File: src/rtl/rv32i_pkg.sv
// Shared RV32I encodings, ALU operation enum and pipeline stage-control struct
// used by the execute pipeline and its hazard unit.
package rv32i_pkg;

    localparam logic [6:0] OPC_OP     = 7'b0110011;
    localparam logic [6:0] OPC_OP_IMM = 7'b0010011;
    localparam logic [6:0] OPC_LUI    = 7'b0110111;

    localparam logic [2:0] F3_ADD  = 3'd0;
    localparam logic [2:0] F3_SLL  = 3'd1;
    localparam logic [2:0] F3_SLT  = 3'd2;
    localparam logic [2:0] F3_SLTU = 3'd3;
    localparam logic [2:0] F3_XOR  = 3'd4;
    localparam logic [2:0] F3_SR   = 3'd5;
    localparam logic [2:0] F3_OR   = 3'd6;
    localparam logic [2:0] F3_AND  = 3'd7;

    localparam logic [6:0] F7_BASE = 7'b0000000;
    localparam logic [6:0] F7_ALT  = 7'b0100000;

    typedef enum logic [3:0] {
        ALU_ADD, ALU_SUB, ALU_SLL, ALU_SLT, ALU_SLTU,
        ALU_XOR, ALU_SRL, ALU_SRA, ALU_OR, ALU_AND
    } alu_op_e;

    typedef enum logic [1:0] {FWD_RF, FWD_EX, FWD_WB} fwd_sel_e;

    // Control half of a stage register; operands travel beside it because
    // their width follows the XLEN parameter of the instantiating module.
    typedef struct packed {
        logic       valid;
        logic [4:0] rd;
        logic       we;
        logic       illegal;
        alu_op_e    aluop;
    } stage_ctrl_t;

    function automatic alu_op_e f3_to_aluop(input logic [2:0] f3, input logic alt);
        case (f3)
            F3_ADD:  return alt ? ALU_SUB : ALU_ADD;
            F3_SLL:  return ALU_SLL;
            F3_SLT:  return ALU_SLT;
            F3_SLTU: return ALU_SLTU;
            F3_XOR:  return ALU_XOR;
            F3_SR:   return alt ? ALU_SRA : ALU_SRL;
            F3_OR:   return ALU_OR;
            default: return ALU_AND;
        endcase
    endfunction

endpackage

File: src/rtl/rv32i_hazard_unit.sv
// RAW hazard resolution for the ID stage: forwarding selects when FWD_EN=1,
// otherwise an interlock stall against writing EX/WB instructions.
module rv32i_hazard_unit
    import rv32i_pkg::*;
#(
    parameter bit FWD_EN = 1'b1
) (
    input  logic       id_valid,
    input  logic [4:0] rs1,
    input  logic [4:0] rs2,
    input  logic       rs1_use,
    input  logic       rs2_use,
    input  logic       ex_we,
    input  logic [4:0] ex_rd,
    input  logic       wb_we,
    input  logic [4:0] wb_rd,
    output fwd_sel_e   fwd_a_sel,
    output fwd_sel_e   fwd_b_sel,
    output logic       stall
);

    logic hit_ex_a, hit_ex_b, hit_wb_a, hit_wb_b;

    always_comb begin
        hit_ex_a  = rs1_use && (rs1 != 5'd0) && ex_we && (ex_rd == rs1);
        hit_ex_b  = rs2_use && (rs2 != 5'd0) && ex_we && (ex_rd == rs2);
        hit_wb_a  = rs1_use && (rs1 != 5'd0) && wb_we && (wb_rd == rs1);
        hit_wb_b  = rs2_use && (rs2 != 5'd0) && wb_we && (wb_rd == rs2);
        fwd_a_sel = FWD_RF;
        fwd_b_sel = FWD_RF;
        stall     = 1'b0;
        if (FWD_EN) begin
            if (hit_ex_a)      fwd_a_sel = FWD_EX;
            else if (hit_wb_a) fwd_a_sel = FWD_WB;
            if (hit_ex_b)      fwd_b_sel = FWD_EX;
            else if (hit_wb_b) fwd_b_sel = FWD_WB;
        end else begin
            stall = id_valid && (hit_ex_a || hit_ex_b || hit_wb_a || hit_wb_b);
        end
    end

endmodule

File: src/rtl/rv32i_exec_pipe.sv
// Three-stage (ID/EX/WB) RV32I OP, OP-IMM and LUI execute pipeline with an
// internal write-through register file and a retire counter.
module rv32i_exec_pipe
    import rv32i_pkg::*;
#(
    parameter int unsigned XLEN      = 32,
    parameter int unsigned REG_COUNT = 32,
    parameter bit          FWD_EN    = 1'b1,
    parameter int unsigned CNT_W     = 16
) (
    input  logic                         clk,
    input  logic                         reset,
    input  logic                         inst_valid,
    output logic                         inst_ready,
    input  logic [31:0]                  inst,
    output logic                         wb_valid,
    output logic [$clog2(REG_COUNT)-1:0] wb_addr,
    output logic [XLEN-1:0]              wb_data,
    output logic                         illegal,
    output logic [CNT_W-1:0]             retire_cnt
);

    localparam int unsigned AW  = $clog2(REG_COUNT);
    localparam int unsigned SHW = $clog2(XLEN);

    logic              id_valid_q, id_valid_d;
    logic [31:0]       id_inst_q, id_inst_d;
    stage_ctrl_t       ex_ctrl_q, ex_ctrl_d, id_ctrl;
    logic [XLEN-1:0]   ex_a_q, ex_a_d, ex_b_q, ex_b_d;
    logic              wb_valid_q, wb_valid_d, wb_we_q, wb_we_d, wb_ill_q, wb_ill_d;
    logic [4:0]        wb_rd_q, wb_rd_d;
    logic [XLEN-1:0]   wb_data_q, wb_data_d;
    logic [CNT_W-1:0]  cnt_q, cnt_d;
    logic [XLEN-1:0]   regs_q [REG_COUNT];
    logic [XLEN-1:0]   regs_d [REG_COUNT];

    logic [6:0]        opcode, f7;
    logic [2:0]        f3;
    logic [4:0]        rd_f, rs1_f, rs2_f, rs1_addr, rs2_addr;
    logic              legal, rs1_en, rs2_en, imm_en, alt, stall;
    logic [XLEN-1:0]   imm, op_a, op_b, rf_a, rf_b, alu_res;
    logic [SHW-1:0]    shamt;
    fwd_sel_e          fwd_a_sel, fwd_b_sel;

    // The WB write is visible to the ID read in the same cycle.
    function automatic logic [XLEN-1:0] rf_read(input logic [4:0] a);
        if (a == 5'd0 || 32'(a) >= REG_COUNT) return '0;
        if (wb_we_q && wb_rd_q == a) return wb_data_q;
        return regs_q[a[AW-1:0]];
    endfunction

    always_comb begin
        opcode = id_inst_q[6:0];
        rd_f   = id_inst_q[11:7];
        f3     = id_inst_q[14:12];
        rs1_f  = id_inst_q[19:15];
        rs2_f  = id_inst_q[24:20];
        f7     = id_inst_q[31:25];
        legal  = 1'b0;
        rs1_en = 1'b0;
        rs2_en = 1'b0;
        imm_en = 1'b0;
        alt    = 1'b0;
        imm    = '0;
        case (opcode)
            OPC_OP: begin
                rs1_en = 1'b1;
                rs2_en = 1'b1;
                alt    = (f7 == F7_ALT);
                legal  = (f7 == F7_BASE) || ((f7 == F7_ALT) && (f3 == F3_ADD || f3 == F3_SR));
            end
            OPC_OP_IMM: begin
                rs1_en = 1'b1;
                imm_en = 1'b1;
                imm    = XLEN'($signed(id_inst_q[31:20]));
                alt    = (f3 == F3_SR) && (f7 == F7_ALT);
                if (f3 == F3_SLL)     legal = (f7 == F7_BASE);
                else if (f3 == F3_SR) legal = (f7 == F7_BASE) || (f7 == F7_ALT);
                else                  legal = 1'b1;
            end
            OPC_LUI: begin
                imm_en = 1'b1;
                legal  = 1'b1;
                imm    = XLEN'($signed({id_inst_q[31:12], 12'h000}));
            end
            default: ;
        endcase
        if (32'(rd_f) >= REG_COUNT || (rs1_en && 32'(rs1_f) >= REG_COUNT)
            || (rs2_en && 32'(rs2_f) >= REG_COUNT))
            legal = 1'b0;
        rs1_addr = (legal && rs1_en) ? rs1_f : 5'd0;
        rs2_addr = (legal && rs2_en) ? rs2_f : 5'd0;
        id_ctrl  = '0;
        if (id_valid_q) begin
            id_ctrl.valid   = 1'b1;
            id_ctrl.illegal = !legal;
            id_ctrl.we      = legal && (rd_f != 5'd0);
            id_ctrl.rd      = legal ? rd_f : 5'd0;
            id_ctrl.aluop   = (opcode == OPC_LUI) ? ALU_ADD : f3_to_aluop(f3, alt);
        end
    end

    rv32i_hazard_unit #(.FWD_EN(FWD_EN)) u_hazard (
        .id_valid  (id_valid_q),
        .rs1       (rs1_addr),
        .rs2       (rs2_addr),
        .rs1_use   (legal && rs1_en),
        .rs2_use   (legal && rs2_en),
        .ex_we     (ex_ctrl_q.we),
        .ex_rd     (ex_ctrl_q.rd),
        .wb_we     (wb_we_q),
        .wb_rd     (wb_rd_q),
        .fwd_a_sel (fwd_a_sel),
        .fwd_b_sel (fwd_b_sel),
        .stall     (stall)
    );

    always_comb begin
        rf_a = rf_read(rs1_addr);
        rf_b = rf_read(rs2_addr);
        case (fwd_a_sel)
            FWD_EX:  op_a = alu_res;
            FWD_WB:  op_a = wb_data_q;
            default: op_a = rf_a;
        endcase
        case (fwd_b_sel)
            FWD_EX:  op_b = alu_res;
            FWD_WB:  op_b = wb_data_q;
            default: op_b = rf_b;
        endcase
        if (imm_en) op_b = imm;
    end

    always_comb begin
        shamt   = ex_b_q[SHW-1:0];
        alu_res = ex_a_q + ex_b_q;
        case (ex_ctrl_q.aluop)
            ALU_SUB:  alu_res = ex_a_q - ex_b_q;
            ALU_SLL:  alu_res = ex_a_q << shamt;
            ALU_SLT:  alu_res = XLEN'($signed(ex_a_q) < $signed(ex_b_q));
            ALU_SLTU: alu_res = XLEN'(ex_a_q < ex_b_q);
            ALU_XOR:  alu_res = ex_a_q ^ ex_b_q;
            ALU_SRL:  alu_res = ex_a_q >> shamt;
            ALU_SRA:  alu_res = XLEN'($signed(ex_a_q) >>> shamt);
            ALU_OR:   alu_res = ex_a_q | ex_b_q;
            ALU_AND:  alu_res = ex_a_q & ex_b_q;
            default:  ;
        endcase
    end

    always_comb begin
        inst_ready = !stall;
        id_valid_d = id_valid_q;
        id_inst_d  = id_inst_q;
        if (!stall) begin
            id_valid_d = inst_valid;
            if (inst_valid) id_inst_d = inst;
        end
        // A stalled ID slot sends a bubble into EX while it holds.
        ex_ctrl_d  = stall ? '0 : id_ctrl;
        ex_a_d     = stall ? '0 : op_a;
        ex_b_d     = stall ? '0 : op_b;
        wb_valid_d = ex_ctrl_q.valid;
        wb_we_d    = ex_ctrl_q.we;
        wb_ill_d   = ex_ctrl_q.illegal;
        wb_rd_d    = ex_ctrl_q.rd;
        wb_data_d  = alu_res;
        cnt_d      = cnt_q + CNT_W'(wb_valid_q);
        regs_d     = regs_q;
        if (wb_we_q) regs_d[wb_rd_q[AW-1:0]] = wb_data_q;
    end

    always_ff @(posedge clk or negedge reset) begin
        if (!reset) begin
            id_valid_q <= 1'b0;
            id_inst_q  <= '0;
            ex_ctrl_q  <= '0;
            ex_a_q     <= '0;
            ex_b_q     <= '0;
            wb_valid_q <= 1'b0;
            wb_we_q    <= 1'b0;
            wb_ill_q   <= 1'b0;
            wb_rd_q    <= '0;
            wb_data_q  <= '0;
            cnt_q      <= '0;
            regs_q     <= '{default: '0};
        end else begin
            id_valid_q <= id_valid_d;
            id_inst_q  <= id_inst_d;
            ex_ctrl_q  <= ex_ctrl_d;
            ex_a_q     <= ex_a_d;
            ex_b_q     <= ex_b_d;
            wb_valid_q <= wb_valid_d;
            wb_we_q    <= wb_we_d;
            wb_ill_q   <= wb_ill_d;
            wb_rd_q    <= wb_rd_d;
            wb_data_q  <= wb_data_d;
            cnt_q      <= cnt_d;
            regs_q     <= regs_d;
        end
    end

    assign wb_valid   = wb_we_q;
    assign wb_addr    = wb_rd_q[AW-1:0];
    assign wb_data    = wb_data_q;
    assign illegal    = wb_ill_q;
    assign retire_cnt = cnt_q;

endmodule

File: config.mk
export PLATFORM = sky130hd
export DESIGN_NAME = rv32i_exec_pipe
export DESIGN_NICKNAME = d
export VERILOG_FILES = /design/src/rtl/rv32i_pkg.sv /design/src/rtl/rv32i_hazard_unit.sv /design/src/rtl/rv32i_exec_pipe.sv
export SDC_FILE = /design/constraint.sdc
export NUM_CORES = 2
export LEC_CHECK = 0
export CORE_MARGIN = 2
export CORE_UTILIZATION = 50
export CTS_CLUSTER_SIZE = 28
export DETAILED_ROUTE_END_ITERATION = 8
export PLACE_DENSITY_LB_ADDON = 0.25
export SYNTH_ARGS = -nofsm -noshare
export SYNTH_HDL_FRONTEND = slang
export SYNTH_SLANG_ARGS = --single-unit
File: constraint.sdc
create_clock -name clk -period 6 [get_ports clk]
set_input_delay 1.2 -clock clk [delete_from_list [all_inputs] [get_ports clk]]
set_output_delay 1.2 -clock clk [all_outputs]
set_load 0.005 [all_outputs]
==> results.toml <==
[yosys]
synth_ff_type = "dfrtp_1"
ys_seq_elements = 1189
syn_avg_cell_area_um2 = 9.90
synth.distinct_cells = 101
synth_top_area_share_pct = 41.8
synth_warnings = 0
synth_area_um2 = 71100
synth-edff-count = 0
synth-seq-area-share_pct = 41.8
async_flop_share_pct = 100
syn-instance-count = 7187
yosys-top-cells-area = "dfrtp_1 (42%), mux2_2 (17%), nand2_1 (4.5%)"
post-synth-top-area-cell = "dfrtp_1"
syn_nets = 7323

[placed_design]
placed_area_um2 = 74400
hpwl_mm = 203
dp_cells = 8732
place_congestion = 1.06
port_buffers = 89

[pwr]
leakage_nw = 33.9
seq_power_share_pct = 43.8
peakVddDrop_mv = 0.196
powerDensity_nw_per_um2 = 241
switching_power_mw = 5.37
clkPwrFrac_pct = 44.9
swShare_pct = 28.2
intPower_mw = 13.7
p_comb_share_pct = 11.3

[floorplanning]
rows = 138
die_x_um = 381
die_height_um = 381
die_area_um2 = 145000
initial_core_util_pct = 50.3
coreArea_um2 = 141000
top_level_ports = 91

[cells_and_area]
final_cells = 8989
layout-drive-gt1-share_pct = 24.1
finalNetCount = 7115
fillCellCount = 12200
final_util_pct = 55.9
area_delta_synth_final_pct = 11.1
stdcell_area_um2 = 79000

[timing]
hold_slack_ps = 350
period_needed_ps = 5620
finalSetupViolCount = 0
clock.fmax_mhz = 178
fin_crit_sh_pct = 93.7
worst_pin_slew_ps = 1670
fin_tns_setup_ps = 0
slew_viol_final = 42
hold_violations = 0
finClkSkew_ps = 34.9
rsz0062_at_grt = "false"
maxSlewHeadroom_pct = -11.5

[clock_tree]
insertion_delay_ps = 810
clock-sinks = 1189
clkTransAtPathRegs_ps = 60
cts_resized = 0
hold_buffers = 0
cts-root-buf = "clkbuf_16"
cts_made_buffers = 133
htreeDepth = 4
clock_path_buffers = 3
cts_tree = "built"
post_cts_buffers = 0

[worst_setup_path]
rrSetupSlack_ps = 380
path_class = "flip-flop to flip-flop"
cp_data_required_time_ps = 6620
crit_path_top_delay_cell = "a2111oi_2"
cpMostUsedCell = "buf_4"
end_kind = "flip-flop"
r2r.worst_path.cells = 12
critPathBufInv = 2
worstReg2RegStart = "id_inst_q[27]"
cpPeakStageDelay_ps = 1100
r2r_end = "ex_a_q[30]"
worstSetupStartpointType = "flip-flop"
crit_chain = "nor4_4, and4_1, a22o_2, buf_4, nand2_4, nor2_2, buf_4, o21ai_0, nand3_1, nor2_1, a2111oi_2, o31ai_1"
cp.arrival_ps = 6240
crit_fanout = 21
crit_family = "compound AO/OA/AOI/OAI gates"

[min_path]
min-delay-start = "wb_ill_d"
worstHoldPathCells = 0
min_to = "illegal"
hold_path_class = "flip-flop to flip-flop"

[drt]
first_pass_iters = 9
drc_errors = 1
ant_nets = 0
post_drt_wl_per_cell_um = 36.7
dr_total_vias = 67300
detailedRoute.firstIterationViolations = 11400
vias_per_cell = 7.49
wl_mm = 330

[global_routing]
grt_pass1_vias = 63200
grt_usage_pct = 44.3
grt_pass1_wl_mm = 467
grt_start_max_net_pins = 153
overflow = 0
grt_antenna_before_repair = 21

[outcome]
status = "complete, but fails checks"
violations = "design-rule violations, max-capacitance violations, max-slew violations"

[flow_run]
drv_cap = 2
## sequential cells by signal, indices dropped and copies added, names as in the netlist
signal,cells
wb_addr,5
regs_q,1024
wb_valid_q,1
wb_data,32
wb_valid,1
wb_rd_d,5
wb_ill_d,1
ex_b_q,32
ex_ctrl_q,4
retire_cnt,16
illegal,1
id_inst_q,32
ex_a_q,32
id_valid_q,1
wb_we_d,1
wb_valid_d,1
## logic make-up (layout without fill, tap and decap cells)
family | Yosys count | after routing | synth area share (%)
xor+xnor | 38 | 38 | 0.468
fa+ha+maj | 101 | 101 | 1.80
flops | 1189 | 1189 | 41.8
compound gates | 1943 | 1943 | 18.7
other cells | 1 | 15 | 0.00527
mux | 1316 | 1316 | 21.2
buf+inv | 841 | 739 | 4.71
simple gates | 1758 | 1758 | 11.3
## worst register-to-register path, cell delays in order (launching register included)
cell and delay (ps):
dfrtp_1 540, nor4_4 440, and4_1 880, a22o_2 620
buf_4 300, nand2_4 290, nor2_2 210, buf_4 490
o21ai_0 220, nand3_1 130, nor2_1 60, a2111oi_2 1100
o31ai_1 180
## stage by stage
stage               setup slack [ps]  power (mW)
floorplan                       1780        9.36
global placement                 673        10.5
detailed placement               920        10.5
CTS                              899        18.9
global route                     603        19.4
finish                           379        19.0
## layout by cell type (no fill, tap or decap), types with 61 or more instances in the layout
cell type and n:
nor2_1 227, nand3_1 113, mux2i_1 220, o22ai_1 143, clkdlybuf4s50_1 87, a211oi_1 109
nor3_1 169, buf_4 244, a21oi_1 429, nand2_1 831, dfrtp_1 1181, ha_1 99
a31oi_1 111, o221ai_1 61, a22oi_1 139, clkbuf_16 140, o21ai_0 300, and3_1 116
mux2_2 1049, a221oi_1 218, inv_1 122
## cell type report
| type | count | area (µm²) | share of cell area [%] |
|---|---|---|---|
| Clock inverter | 39 | 475 | 0.602 |
| Inverter | 129 | 499 | 0.632 |
| Multi-Input combinational cell | 5157 | 38400 | 48.6 |
| Clock buffer | 202 | 4030 | 5.10 |
| Timing Repair Buffer | 369 | 3440 | 4.36 |
| Sequential cell | 1189 | 29800 | 37.7 |
| Tap cell | 1890 | 2360 | 2.99 |
| Antenna cell | 14 | 35.0 | 0.0443 |
## cell usage after synthesis (all sizes together) (10+ instances only)
library cell / count
inv: 124
a221o: 44
and3: 117
nor4: 65
o2111ai: 17
a21oi: 431
o311ai: 31
a22oi: 140
or3: 19
or4: 16
mux2: 1049
a211o: 25
o211ai: 45
nand2b: 15
nand4: 29
o21a: 16
nor3: 177
mux2i: 220
a221oi: 221
xnor2: 28
dfrtp: 1189
a31oi: 112
nor2: 260
ha: 99
a2bb2oi: 30
o22ai: 143
clkbuf: 511
a22o: 11
o21ai: 311
nand2: 852
o221ai: 61
and2: 15
a211oi: 110
buf: 201
o21bai: 11
mux4: 47
xor2: 10
a2111oi: 10
a21o: 24
nand3: 119
o31ai: 25
nor2b: 40
a311oi: 24
o2bb2ai: 13
## how the worst max path moves through the flow
stage / from / endpoint / slack, ps / cells past startpoint
2_1_floorplan: ex_b_q[2] / ex_b_q[25] / 1780 / 17
3_3_place_gp: id_inst_q[27] / ex_b_q[5] / 670 / 8
3_5_place_dp: id_inst_q[27] / ex_a_q[30] / 920 / 12
4_1_cts: id_inst_q[27] / ex_a_q[30] / 900 / 12
5_1_grt: id_inst_q[27] / ex_a_q[30] / 600 / 12
6_report: id_inst_q[27] / ex_a_q[30] / 380 / 12
## routing by layer
metal / global-route usage [%] / routed length, µm / up-vias
met5: 0.694 / 265 / -
met4: 33.4 / 30300 / 16
met3: 20.2 / 51500 / 1683
met2: 59.9 / 131000 / 5944
met1: 54.8 / 116000 / 33200
li1: - / - / 26400
## power groups by stage
stage | clock network [mW] | logic (mW) | registers (mW)
CTS | 8.53 | 2.04 | 8.33
global placement | 0 | 2.02 | 8.47
global route | 8.87 | 2.19 | 8.35
finish | 8.55 | 2.15 | 8.34
floorplan | 0 | 0.966 | 8.39
detailed placement | 0 | 2.03 | 8.47
Power figures use the tool's default switching activity.
